## config.mk

```make
export PLATFORM = sky130hd
export DESIGN_NAME = fetch_unit_flat
export DESIGN_NICKNAME = d
export VERILOG_FILES = /design/src/rtl/fetch_pkg.sv /design/src/rtl/fetch_unit_if.sv /design/src/rtl/fetch_fifo.sv /design/src/rtl/fetch_unit.sv /design/src/flat_wrapper.sv
export SDC_FILE = /design/constraint.sdc
export NUM_CORES = 1
export LEC_CHECK = 0
export CAP_MARGIN = 20
export CORE_ASPECT_RATIO = 0.8
export CORE_MARGIN = 2
export CORE_UTILIZATION = 40
export DETAILED_ROUTE_END_ITERATION = 7
export GPL_TIMING_DRIVEN = 0
export SYNTH_ARGS = -nofsm -noshare
export SYNTH_HDL_FRONTEND = slang
export SYNTH_HIERARCHICAL = 1
export SYNTH_SLANG_ARGS = --single-unit
```

## constraint.sdc

```tcl
create_clock -name clk -period 8.82 [get_ports clk]
set_input_delay 0.882 -clock clk [delete_from_list [all_inputs] [get_ports clk]]
set_output_delay 0.882 -clock clk [all_outputs]
set_load 0.03 [all_outputs]
```

## src/rtl/fetch_pkg.sv

```systemverilog
// Shared types and constants for the instruction fetch stage.
package fetch_pkg;

  localparam int XLEN = 32;
  localparam logic [XLEN-1:0] PC_STEP = 32'd4;

  typedef struct packed {
    logic [XLEN-1:0] pc;
    logic [XLEN-1:0] inst;
  } fetch_entry_t;

endpackage

```

## src/rtl/fetch_unit_if.sv

```systemverilog
// Fetch stage bus: redirect input, instruction memory port and decode handshake.
interface fetch_unit_if;
  import fetch_pkg::*;

  logic            redirect_i;
  logic [XLEN-1:0] redirect_addr_i;
  logic            imem_req_o;
  logic [XLEN-1:0] imem_addr_o;
  logic [XLEN-1:0] imem_rdata_i;
  logic            inst_valid_o;
  logic            inst_ready_i;
  logic [XLEN-1:0] pc_o;
  logic [XLEN-1:0] inst_o;
  logic            fetch_fault_o;

  modport master (
    input  redirect_i, redirect_addr_i, imem_rdata_i, inst_ready_i,
    output imem_req_o, imem_addr_o, inst_valid_o, pc_o, inst_o, fetch_fault_o
  );

  modport slave (
    output redirect_i, redirect_addr_i, imem_rdata_i, inst_ready_i,
    input  imem_req_o, imem_addr_o, inst_valid_o, pc_o, inst_o, fetch_fault_o
  );

endinterface

```

## src/rtl/fetch_fifo.sv

```systemverilog
// DEPTH-entry synchronous buffer of {pc, inst} with clear, push, pop and occupancy.
module fetch_fifo
  import fetch_pkg::*;
#(
  parameter int DEPTH = 2
) (
  input  logic                   clk,
  input  logic                   rst_n,
  input  logic                   i_clear,
  input  logic                   i_push,
  input  logic                   i_pop,
  input  fetch_entry_t           i_data,
  output fetch_entry_t           o_head,
  output logic [$clog2(DEPTH):0] o_count
);

  localparam int AW = $clog2(DEPTH);
  localparam logic [AW-1:0] PTR_ONE = AW'(1);
  localparam logic [AW:0]   CNT_ONE = (AW+1)'(1);
  localparam logic [AW:0]   CNT_FULL = (AW+1)'(DEPTH);

  fetch_entry_t  r_mem [DEPTH];
  logic [AW-1:0] r_wr_ptr;
  logic [AW-1:0] r_rd_ptr;
  logic [AW:0]   r_count;

  always_ff @(posedge clk or negedge rst_n) begin
    if (!rst_n) begin
      for (int i = 0; i < DEPTH; i++) r_mem[i] <= '0;
      r_wr_ptr <= '0;
      r_rd_ptr <= '0;
      r_count  <= '0;
    end else if (i_clear) begin
      r_wr_ptr <= '0;
      r_rd_ptr <= '0;
      r_count  <= '0;
    end else begin
      if (i_push) begin
        r_mem[r_wr_ptr] <= i_data;
        r_wr_ptr        <= r_wr_ptr + PTR_ONE;
      end
      if (i_pop) r_rd_ptr <= r_rd_ptr + PTR_ONE;
      case ({i_push, i_pop})
        2'b10:   r_count <= r_count + CNT_ONE;
        2'b01:   r_count <= r_count - CNT_ONE;
        default: r_count <= r_count;
      endcase
    end
  end

  assign o_head  = r_mem[r_rd_ptr];
  assign o_count = r_count;

  // Issue throttling guarantees room for every returning word.
  a_no_overflow: assert property (@(posedge clk) disable iff (!rst_n)
    !(i_push && !i_clear && !i_pop && r_count == CNT_FULL));

endmodule

```

## src/rtl/fetch_unit.sv

```systemverilog
// Instruction fetch: PC, throttled imem issue, inflight kill on redirect, output buffer.
// Optional FETCH_MISALIGN_TRAP_EN: misaligned redirect raises a sticky fault and halts issue.
module fetch_unit
  import fetch_pkg::*;
#(
  parameter logic [XLEN-1:0] RESET_PC = 32'h0000_0000,
  parameter int              DEPTH    = 2
) (
  input logic           clk,
  input logic           rst,
  fetch_unit_if.master  bus
);

  localparam int CW = $clog2(DEPTH) + 1;
  localparam logic [CW:0] OCC_LIMIT = (CW+1)'(DEPTH);

  logic            r_started;
  logic            r_inflight;
  logic [XLEN-1:0] r_inflight_pc;
  logic [XLEN-1:0] r_fetch_pc;

  logic            w_valid;
  logic            w_pop;
  logic            w_push;
  logic            w_issue;
  logic            w_halt;
  logic [CW-1:0]   w_count;
  logic [CW:0]     w_occ;
  logic [XLEN-1:0] w_target;
  fetch_entry_t    w_head;
  fetch_entry_t    w_push_data;

  assign w_valid  = (w_count != '0);
  assign w_pop    = w_valid & bus.inst_ready_i;
  assign w_target = {bus.redirect_addr_i[XLEN-1:2], 2'b00};

  // Occupancy after this cycle counts the word already on its way back.
  assign w_occ   = {1'b0, w_count} + {{CW{1'b0}}, r_inflight} - {{CW{1'b0}}, w_pop};
  assign w_issue = r_started & ~w_halt & ~bus.redirect_i & (w_occ < OCC_LIMIT);
  assign w_push  = r_inflight & ~bus.redirect_i;

  assign w_push_data = '{pc: r_inflight_pc, inst: bus.imem_rdata_i};

  always_ff @(posedge clk or negedge rst) begin
    if (!rst) begin
      r_started     <= 1'b0;
      r_inflight    <= 1'b0;
      r_inflight_pc <= '0;
      r_fetch_pc    <= RESET_PC;
    end else begin
      r_started  <= 1'b1;
      r_inflight <= w_issue;
      if (w_issue) r_inflight_pc <= r_fetch_pc;
      if (bus.redirect_i)  r_fetch_pc <= w_target;
      else if (w_issue)    r_fetch_pc <= r_fetch_pc + PC_STEP;
    end
  end

  fetch_fifo #(.DEPTH(DEPTH)) u_fifo (
    .clk     (clk),
    .rst_n   (rst),
    .i_clear (bus.redirect_i),
    .i_push  (w_push),
    .i_pop   (w_pop),
    .i_data  (w_push_data),
    .o_head  (w_head),
    .o_count (w_count)
  );

`ifdef FETCH_MISALIGN_TRAP_EN
  logic            r_fault;
  logic [XLEN-1:0] r_fault_pc;
  logic            w_misalign;

  assign w_misalign = (bus.redirect_addr_i[1:0] != 2'b00);
  assign w_halt     = r_fault;

  always_ff @(posedge clk or negedge rst) begin
    if (!rst) begin
      r_fault    <= 1'b0;
      r_fault_pc <= '0;
    end else if (bus.redirect_i) begin
      r_fault <= w_misalign;
      if (w_misalign) r_fault_pc <= bus.redirect_addr_i;
    end
  end

  assign bus.fetch_fault_o = r_fault;
  assign bus.pc_o          = r_fault ? r_fault_pc : w_head.pc;
`else
  assign w_halt            = 1'b0;
  assign bus.fetch_fault_o = 1'b0;
  assign bus.pc_o          = w_head.pc;
`endif

  assign bus.imem_req_o   = w_issue;
  assign bus.imem_addr_o  = r_fetch_pc;
  assign bus.inst_valid_o = w_valid;
  assign bus.inst_o       = w_head.inst;

endmodule

```

## src/flat_wrapper.sv

```systemverilog
// flat-port wrapper written by rule: the top's interface ports become plain ports
module fetch_unit_flat import fetch_pkg::*;
#(
  parameter logic [XLEN-1:0] RESET_PC = 32'h0000_0000,
  parameter int              DEPTH    = 2
)
  (clk, rst, bus_redirect_i, bus_redirect_addr_i, bus_imem_rdata_i, bus_inst_ready_i, bus_imem_req_o, bus_imem_addr_o, bus_inst_valid_o, bus_pc_o, bus_inst_o, bus_fetch_fault_o);
  fetch_unit_if bus_i ();
  input logic clk;
  input logic rst;
  input wire logic [$bits(bus_i.redirect_i)-1:0] bus_redirect_i;
  input wire logic [$bits(bus_i.redirect_addr_i)-1:0] bus_redirect_addr_i;
  input wire logic [$bits(bus_i.imem_rdata_i)-1:0] bus_imem_rdata_i;
  input wire logic [$bits(bus_i.inst_ready_i)-1:0] bus_inst_ready_i;
  output wire logic [$bits(bus_i.imem_req_o)-1:0] bus_imem_req_o;
  output wire logic [$bits(bus_i.imem_addr_o)-1:0] bus_imem_addr_o;
  output wire logic [$bits(bus_i.inst_valid_o)-1:0] bus_inst_valid_o;
  output wire logic [$bits(bus_i.pc_o)-1:0] bus_pc_o;
  output wire logic [$bits(bus_i.inst_o)-1:0] bus_inst_o;
  output wire logic [$bits(bus_i.fetch_fault_o)-1:0] bus_fetch_fault_o;
  assign bus_i.redirect_i = bus_redirect_i;
  assign bus_i.redirect_addr_i = bus_redirect_addr_i;
  assign bus_i.imem_rdata_i = bus_imem_rdata_i;
  assign bus_i.inst_ready_i = bus_inst_ready_i;
  assign bus_imem_req_o = bus_i.imem_req_o;
  assign bus_imem_addr_o = bus_i.imem_addr_o;
  assign bus_inst_valid_o = bus_i.inst_valid_o;
  assign bus_pc_o = bus_i.pc_o;
  assign bus_inst_o = bus_i.inst_o;
  assign bus_fetch_fault_o = bus_i.fetch_fault_o;
  fetch_unit #(.RESET_PC(RESET_PC), .DEPTH(DEPTH)) u_core (.clk(clk), .rst(rst), .bus(bus_i));
endmodule
```

==> results of run 1 <==
-- critical path: stages --
cell and delay, ns:
clkdlybuf4s50_1 0.51, and2_1 0.28, ha_1 0.27, nand2b_1 0.15, fa_1 0.38, xor2_1 0.23, or3_1 0.37, buf_4 0.18
clkinv_4 0.09, buf_6 0.16, buf_2 0.22, clkdlybuf4s50_1 0.70
-- path summary, 6_finish.rpt --
path | startpoint | end | depth (start not counted)
setup / recovery | bus_inst_ready_i | bus_imem_req_o | 12
hold / removal | rst | u_core/u_fifo/r_mem[22]$_DFFE_PN0P_ | 1
setup reg to reg | u_core/u_fifo/o_count[1]$_DFFE_PN0P_ | u_core/bus.imem_addr_o[28]$_DFFE_PN0P_ | 12
hold reg to reg | u_core/u_fifo/r_mem[2]$_DFFE_PN0P_ | u_core/u_fifo/r_mem[2]$_DFFE_PN0P_ | 1
max in group asynchronous | rst | u_core/r_inflight_pc[14]$_DFFE_PN0P_ | 3
min in group clk | u_core/u_fifo/r_mem[2]$_DFFE_PN0P_ | u_core/u_fifo/r_mem[2]$_DFFE_PN0P_ | 1
-- layer usage --
metal	GRT usage	vias to the layer above	part of all wire
li1	-	2885	-
met4	0.0330	0	0.0056
met3	0.0432	15	0.046
met1	0.300	3116	0.52
met2	0.278	174	0.43
met5	0	-	0
-- state kept, by name, indices dropped and copies added (netlist names) --
register                cells
u_core/bus.imem_addr_o     30
u_core/r_inflight_pc       30
u_core/u_fifo/r_mem       128
u_core/r_inflight           1
u_core/u_fifo/o_count       2
u_core/u_fifo/r_rd_ptr      1
u_core/u_fifo/r_wr_ptr      1
u_core/r_started            1
-- report_power, final --
group / leakage [nW] / switching, mW / internal (mW) / total [mW]
clock: 0.302 / 0.343 / 0.464 / 0.807
combinational: 2.61 / 0.914 / 0.894 / 1.81
sequential: 2.51 / 0.228 / 1.21 / 1.44
total: 5.42 / 1.48 / 2.57 / 4.05
-- cells by family after synthesis --
| group | count (synthesis) | synth area share |
|---|---|---|
| multiplexers | 192 | 0.261 |
| XOR/XNOR | 6 | 0.00575 |
| buffers and inverters | 45 | 0.0398 |
| adder cells (fa/ha/maj) | 3 | 0.00493 |
| other | 2 | 0.000822 |
| AO/OA/AOI/OAI | 61 | 0.0483 |
| flip-flops | 194 | 0.531 |
| AND/OR/NAND/NOR | 200 | 0.108 |
-- area by class of cell --
type,count,area (um2)
sequential,194,4850
buffer,39,337
fill,1983,10600
clock inverter,11,149
tap,306,383
multi-input combinational,470,3950
inverter,6,27.5
timing repair buffer,163,1670
clock buffer,21,460
-- placed cells by master (no fill, tap or decap), types with 3 or more instances in the layout --
cell type	count
dfrtp_1	194
clkdlybuf4s50_1	160
mux2_2	132
nand2_1	123
mux2_4	60
o21ai_0	19
nor2_1	18
clkbuf_16	17
clkbuf_1	11
buf_2	11
nand4_1	9
nor3_1	9
buf_6	8
nand3_1	8
conb_1	8
a221o_1	6
o211ai_1	6
o311ai_1	6
buf_12	6
inv_1	5
buf_4	5
a21oi_1	5
nor4_1	4
nor3b_1	4
o311ai_0	4
xnor2_1	4
bufinv_16	3
inv_6	3
clkinv_2	3
clkinv_4	3
nor4_4	3
a41oi_1	3
nand4_2	3
a31o_2	3
-- stage by stage --
step	hold slack, ns	util	worst slack, ns
CTS	0.203	0.527	3.50
floorplan	0.464	-	4.94
global route	0.201	0.527	3.34
global placement	0.480	0.497	-1.55
detailed placement	0.487	0.500	3.50
finish	0.227	0.527	3.51
==> impl_metrics.yaml, run 1 <==
synth:
  synth_common_cells: "dfrtp_1 (194), mux2_2 (132), nand2_1 (123)"
  synth_area_mm2: 0.00914
  synth_top_area_frac: 0.531
  synth_cell_types: 51
  ys.flop_type: "dfrtp_1"
  yosys_warnings: 6
  netlist_instances: 703
  synth-seq-cells: 194
  yosysSeqAreaShare: 0.531
  synth_edf_count: 0
  yosys-top-cells-area: "dfrtp_1 (53%), mux2_2 (16%), mux2_4 (9.9%), nand2_1 (5.1%), buf_12 (1.3%)"
  synth_largest_area_cell: "dfrtp_1"
  yosysMostFrequentCell: "dfrtp_1"
  syn_avg_cell_area_um2: 13.0
  async_reset_ff_frac: 1.00
timing:
  min_period_ns: 5.31
  finalHoldViolations: 0
  relSlewSlack: 0.561
  min_period_over_period: 0.602
  setup_viol: 0
  worst_pin_slew_ns: 0.656
  maxSlewViolCount: 0
  rsz0062_at_grt: "false"
  max_freq_mhz: 188
  skew_ns: 0.0106
  final.setup.tns_ns: 0
grt:
  grtUsageTotal: 0.193
  grt_pass1_vias: 6304
  overflow: 0
  antenna_found_initial: 0
  grt_max_degree: 119
  grt_pass1_wl_um: 36400
layout:
  drive_gt1_frac: 0.302
  final_cells: 1210
  syn_to_final_growth_pct: 29.4
  num_antenna_cells: 0
  fin_nets: 962
  fin_area_mm2: 0.0118
cts:
  numClockSinks: 194
  post_cts_resized: 0
  cts_hold_repair.buffers: 0
  clk_latency_ns: 0.43
  cts_setup_buffers: 0
  root_buffer: "clkbuf_16"
  cts_buffers: 17
  clk_pin_slew_ns: 0.07
  cts_tree: "built"
  clk_path_buf_depth: 2
  htreeDepth: 4
die:
  ios: 167
  initial_core_util: 0.407
  die_y_um: 139
  core_region_area_mm2: 0.0224
  die_width_um: 173
  num_rows: 49
  dieArea_mm2: 0.0241
pwr:
  p_leak_nw: 5.42
  powerDensity_mw_per_mm2: 343
  p_total_mw: 4.05
  peakVddDrop_mv: 0.171
route:
  vias_per_cell: 5.12
  drt-total-wl_um: 22800
  vias: 6190
  first_pass_iters: 5
  wl_per_cell_um: 18.8
  antenna_left: 0
  drtIter0Drc: 453
  drc: 0
worst_setup_path:
  crit_required_ns: 7.94
  cp-start-kind: "primary input"
  r2r_setup_slack_ns: 5.21
  critPathKind: "in2out"
  crit_arrival_ns: 4.43
  endpoint_kind: "primary output"
  path_max_fanout: 11
run_status:
  status: "complete, no violations"
placed_design:
  dpl.hpwl_um: 15900
  placed_cell_area_mm2: 0.0112
  port_buffers: 161
  placed_cells: 1178
  place_congestion: 0.829
job:
  timing.max_cap.violations: 0
min_path:
  hold_path.class: "in2async"
Power figures use the tool's default switching activity.
==> run 2, diff against run 1 <==
--- a/config.mk
+++ b/config.mk
@@ -11,6 +11,7 @@
 export CORE_UTILIZATION = 40
 export DETAILED_ROUTE_END_ITERATION = 7
 export GPL_TIMING_DRIVEN = 0
+export PLACE_DENSITY = 0.66
 export SYNTH_ARGS = -nofsm -noshare
 export SYNTH_HDL_FRONTEND = slang
 export SYNTH_HIERARCHICAL = 1
==> constraint.sdc (replaced) <==
create_clock -name clk -period 4.7 [get_ports clk]
set_input_delay 0.47 -clock clk [delete_from_list [all_inputs] [get_ports clk]]
set_output_delay 0.47 -clock clk [all_outputs]
set_load 0.03 [all_outputs]
==> impl_metrics.yaml, run 2 (same netlist as run 1, synthesis figures left out) <==
die:
  dieArea_mm2: 0.0241
  die_y_um: 139
  core_region_area_mm2: 0.0224
  initial_core_util: 0.407
  die_width_um: 173
  num_rows: 49
  ios: 167
timing:
  min_period_ns: 4.52
  min_period_over_period: 0.961
  skew_ns: 0.00988
  hold-worst-slack_ns: 0.00126
  setup_viol: 0
  max_freq_mhz: 221
  worst_pin_slew_ns: 0.719
  finalHoldViolations: 0
  rsz0062_at_grt: "false"
  relSlewSlack: 0.520
  maxSlewViolCount: 0
layout:
  drive_gt1_frac: 0.303
  syn_to_final_growth_pct: 29.4
  largest_reg_flops: 128
  fin_nets: 961
  num_antenna_cells: 0
  fillers: 1987
  mostFrequentLayoutCell: "dfrtp_1"
  top_register: "u_core/u_fifo/r_mem"
  final_cells: 1209
  most-common-layout-cells: "dfrtp_1 (194), clkdlybuf4s50_1 (159), mux2_2 (132), nand2_1 (123), mux2_4 (60)"
placed_design:
  placed_cells: 1177
  dpl.hpwl_um: 16200
  place_congestion: 0.866
  port_buffers: 161
worst_setup_path:
  crit_required_ns: 4.23
  crit_chain: "or2_2 > and2_1 > ha_1 > nand2b_1 > fa_1 > xor2_1 > or3_1 > buf_4 > clkinv_4 > buf_6 > buf_2 > dlygate4sd2_1"
  path_max_fanout: 11
  r2r.worst_path.cells: 12
  r2r-end: "u_core/bus.imem_addr_o[31]$_DFFE_PN0P_"
  crit_arrival_ns: 4.05
  crit_start: "u_core/u_fifo/o_count[0]$_DFFE_PN0P_"
  cp-start-kind: "register"
  critPathKind: "reg2out"
  endpoint_kind: "primary output"
  r2r_setup_slack_ns: 1.03
  critPathMaxStageDelay_ns: 0.45
  crit_slowest_cell: "dfrtp_1"
  r2r_start: "u_core/u_fifo/o_count[0]$_DFFE_PN0P_"
grt:
  grt_max_degree: 108
  grt_pass1_vias: 6565
  overflow: 0
  grtUsageTotal: 0.198
  antenna_found_initial: 0
  grt_pass1_wl_um: 37200
route:
  vias_per_cell: 5.08
  drc: 0
  first_pass_iters: 5
  drt-total-wl_um: 23200
  vias: 6145
  antenna_left: 0
  drtIter0Drc: 481
  wl_per_cell_um: 19.2
pwr:
  peakVddDrop_mv: 0.332
  powerDensity_mw_per_mm2: 646
  p_leak_nw: 5.42
cts:
  htreeDepth: 4
  cts_hold_repair.buffers: 0
  cts_buffers: 17
  clk_path_buf_depth: 2
  cts_tree: "built"
  post_cts_resized: 1
  numClockSinks: 194
  clk_pin_slew_ns: 0.08
  clk_latency_ns: 0.43
  root_buffer: "clkbuf_16"
  cts_setup_buffers: 0
run_status:
  status: "complete, no violations"
min_path:
  hold_path.class: "in2async"
job:
  timing.max_cap.violations: 0
-- run 2: cell types whose count changed in the layout (fill, tap and decap cells not counted), moves of 2 or more --
cell      delta
clkinv_2     -3
clkbuf_8     -2
inv_8        +3
clkinv_4     +2
clkinv_8     +3
clkbuf_1     -2
-- run 2: final cells by class --
cell class	count	area (um2)	area share
plain buffers	39	337	0.0285
clock buffers	17	425	0.0360
clock inverters	15	211	0.0179
inverters	6	27.5	0.00233
multi-input cells	470	3950	0.334
flip-flops and latches	194	4850	0.410
well taps	306	383	0.0324
repair buffers	162	1640	0.139
-- run 2: worst max-delay path by stage --
stage / slack (ns) / to / cells after the start
2_1_floorplan: 1.25 / bus_imem_req_o / 11
3_3_place_gp: -5.18 / u_core/bus.imem_addr_o[13]$_DFFE_PN0P_ / 1
3_5_place_dp: 0.27 / bus_imem_req_o / 12
4_1_cts: 0.19 / bus_imem_req_o / 12
5_1_grt: 0.04 / bus_imem_req_o / 12
6_report: 0.18 / bus_imem_req_o / 12
-- run 2: metrics by stage --
stage	TNS (ns)	cell area, um2	power [mW]	utilization	setup slack (ns)
after floorplan	0	9160	4.84	-	1.25
after global placement	-1002.44	11200	6.08	0.497	-5.18
after detailed placement	0	11200	6.13	0.499	0.269
after CTS	0	11800	7.72	0.527	0.195
after global routing	0	11800	8.05	0.527	0.0447
final	0	11800	7.64	0.527	0.182
-- run 2: metal layers --
layer | vias to the layer above | share of wire | routed length [um] | global-route usage
met5 | - | 0 | 0 | 0
met3 | 30 | 0.043 | 988 | 0.0377
li1 | 2873 | - | - | -
met2 | 182 | 0.44 | 10300 | 0.289
met4 | 0 | 0.014 | 319 | 0.0598
met1 | 3060 | 0.50 | 11600 | 0.298
-- run 2: power by group --
part | total (mW) | leakage (nW) | internal (mW) | switching, mW
Clock | 1.56 | 0.309 | 0.824 | 0.734
Combinational | 3.38 | 2.60 | 1.67 | 1.70
Sequential | 2.71 | 2.51 | 2.27 | 0.440
-- run 2: worst max-delay path: cells and delay by family, from the launching register on --
kind	cells	cell delay (ns)
AND/OR/NAND/NOR	4	1.12
buffers and inverters	5	1.12
adder cells (fa/ha/maj)	2	0.69
XOR/XNOR	1	0.22
flip-flops	1	0.45
==> run 3, diff against run 2 <==
--- a/config.mk
+++ b/config.mk
@@ -7,7 +7,6 @@
 export LEC_CHECK = 0
 export CAP_MARGIN = 20
 export CORE_ASPECT_RATIO = 0.8
-export CORE_MARGIN = 2
 export CORE_UTILIZATION = 40
 export DETAILED_ROUTE_END_ITERATION = 7
 export GPL_TIMING_DRIVEN = 0
==> impl_metrics.yaml, run 3 (same netlist as run 1, synthesis figures left out) <==
die:
  num_rows: 49
  core_region_area_mm2: 0.0224
  die_width_um: 171
  dieArea_mm2: 0.0235
  initial_core_util: 0.407
  ios: 167
  die_y_um: 137
min_path:
  hold_path.class: "in2async"
cts:
  cts_hold_repair.buffers: 0
  cts_buffers: 17
  cts_tree: "built"
  clk_latency_ns: 0.44
  root_buffer: "clkbuf_16"
  numClockSinks: 194
  clk_pin_slew_ns: 0.08
  htreeDepth: 4
  clk_path_buf_depth: 2
pwr:
  p_leak_nw: 5.40
  powerDensity_mw_per_mm2: 640
  peakVddDrop_mv: 0.338
grt:
  grt.met2_usage: 0.292
  antenna_found_initial: 0
  overflow: 0
  grt_most_used_layer: "met1"
  grt_max_degree: 108
  grt_util_met3: 0.0437
  met1_usage: 0.297
  grt_pass1_wl_um: 35200
  grtUsageTotal: 0.201
  grt_pass1_vias: 6220
worst_setup_path:
  crit_arrival_ns: 3.98
  cp-start-kind: "register"
  endpoint_kind: "primary output"
  path_max_fanout: 11
  crit_required_ns: 4.23
  critPathKind: "reg2out"
  r2r-end: "u_core/bus.imem_addr_o[31]$_DFFE_PN0P_"
  r2r_setup_slack_ns: 1.16
  r2r.worst_path.cells: 12
  r2r_start: "u_core/u_fifo/o_count[1]$_DFFE_PN0P_"
timing:
  finalHoldViolations: 0
  min_period_ns: 4.45
  setup_viol: 0
  max_freq_mhz: 225
  min_period_over_period: 0.946
  worst_pin_slew_ns: 0.841
  relSlewSlack: 0.439
  maxSlewViolCount: 0
  skew_ns: 0.0139
  rsz0062_at_grt: "false"
layout:
  most-common-layout-cells: "dfrtp_1 (194), clkdlybuf4s50_1 (159), mux2_2 (132), nand2_1 (123), mux2_4 (60)"
  drive_gt1_frac: 0.303
  num_antenna_cells: 0
  mostFrequentLayoutCell: "dfrtp_1"
  fin_area_mm2: 0.0118
  syn_to_final_growth_pct: 29.0
  top_register: "u_core/u_fifo/r_mem"
  fin_util: 0.526
  fin_nets: 961
  largest_reg_flops: 128
  fillers: 2014
route:
  first_pass_iters: 5
  wl_per_cell_um: 18.7
  drtIter0Drc: 539
  vias: 6177
  drc: 0
  vias_per_cell: 5.11
  antenna_left: 0
  drt-total-wl_um: 22700
placed_design:
  dpl.hpwl_um: 15700
  placed_cell_area_mm2: 0.0112
  place_congestion: 0.868
  port_buffers: 161
run_status:
  status: "complete, no violations"
job:
  timing.max_cap.violations: 0
==> run 3: changes by cell type in the layout (fill, tap and decap cells not counted), sizes merged <==
cell	before	now
clkinvlp	0	2
bufinv	2	0
inv	11	13
clkinv	8	6
==> run 3: layout make-up <==
class	count	area, um2	share of cell area
buffer	39	337	0.0285
clock buffer	17	425	0.0361
clock inverter	15	181	0.0154
inverter	6	27.5	0.00233
multi-input combinational	470	3950	0.334
sequential	194	4850	0.412
tap	306	383	0.0325
timing repair buffer	162	1640	0.139
==> run 3: worst max path at each step <==
stage | slack (ns) | start | cells after the start | end
floorplan | 1.25 | u_core/u_fifo/o_count[1]$_DFFE_PN0P_ | 11 | bus_imem_req_o
global placement | -5.17 | rst | 1 | u_core/bus.imem_addr_o[6]$_DFFE_PN0P_
detailed placement | 0.28 | bus_inst_ready_i | 12 | bus_imem_req_o
CTS | 0.23 | u_core/u_fifo/o_count[1]$_DFFE_PN0P_ | 12 | bus_imem_req_o
global route | 0.08 | u_core/u_fifo/o_count[1]$_DFFE_PN0P_ | 12 | bus_imem_req_o
finish | 0.25 | u_core/u_fifo/o_count[1]$_DFFE_PN0P_ | 12 | bus_imem_req_o
==> run 3: per-layer routing <==
layer  share of wire  routed length (um)  up-vias
met5               0                   0        -
met4           0.015                 350        0
met3           0.064                1440       25
met2            0.43                9840      213
met1            0.49               11000     3063
li1                -                   -     2876
==> run 3: per-stage QoR <==
stage,std cells,setup TNS (ns),worst slack (ns),power (mW),hold WS (ns)
after floorplan,709,0,1.25,4.84,0.174
after global placement,1176,-999.62,-5.17,6.07,0.481
after detailed placement,1177,0,0.275,6.12,0.487
after CTS,1209,0,0.229,7.62,0.103
after global routing,1209,0,0.0777,7.96,0.117
final,1209,0,0.253,7.55,0.0603
==> run 3: critical path: stages (launching register included) <==
cell and delay, ns:
dfrtp_1 0.44, or2_2 0.31, and2_1 0.23, ha_1 0.30, nand2b_1 0.15, fa_1 0.37, xor2_1 0.20, or3_1 0.37
buf_4 0.18, clkinv_4 0.09, buf_6 0.16, buf_2 0.28, dlygate4sd2_1 0.44
==> run 3: where the power goes <==
part / switching (mW) / internal [mW] / leakage [nW]
combinational: 1.71 / 1.67 / 2.60
clock: 0.749 / 0.725 / 0.290
sequential: 0.431 / 2.27 / 2.51
total: 2.89 / 4.66 / 5.40
==> run 3: timing repair <==
| action | 4_1_cts | 5_1_grt |
|---|---|---|
| setup buffers | 0 | 0 |
| endpoints found under the setup margin | 1 | 0 |
| gates resized for setup | 1 | 0 |
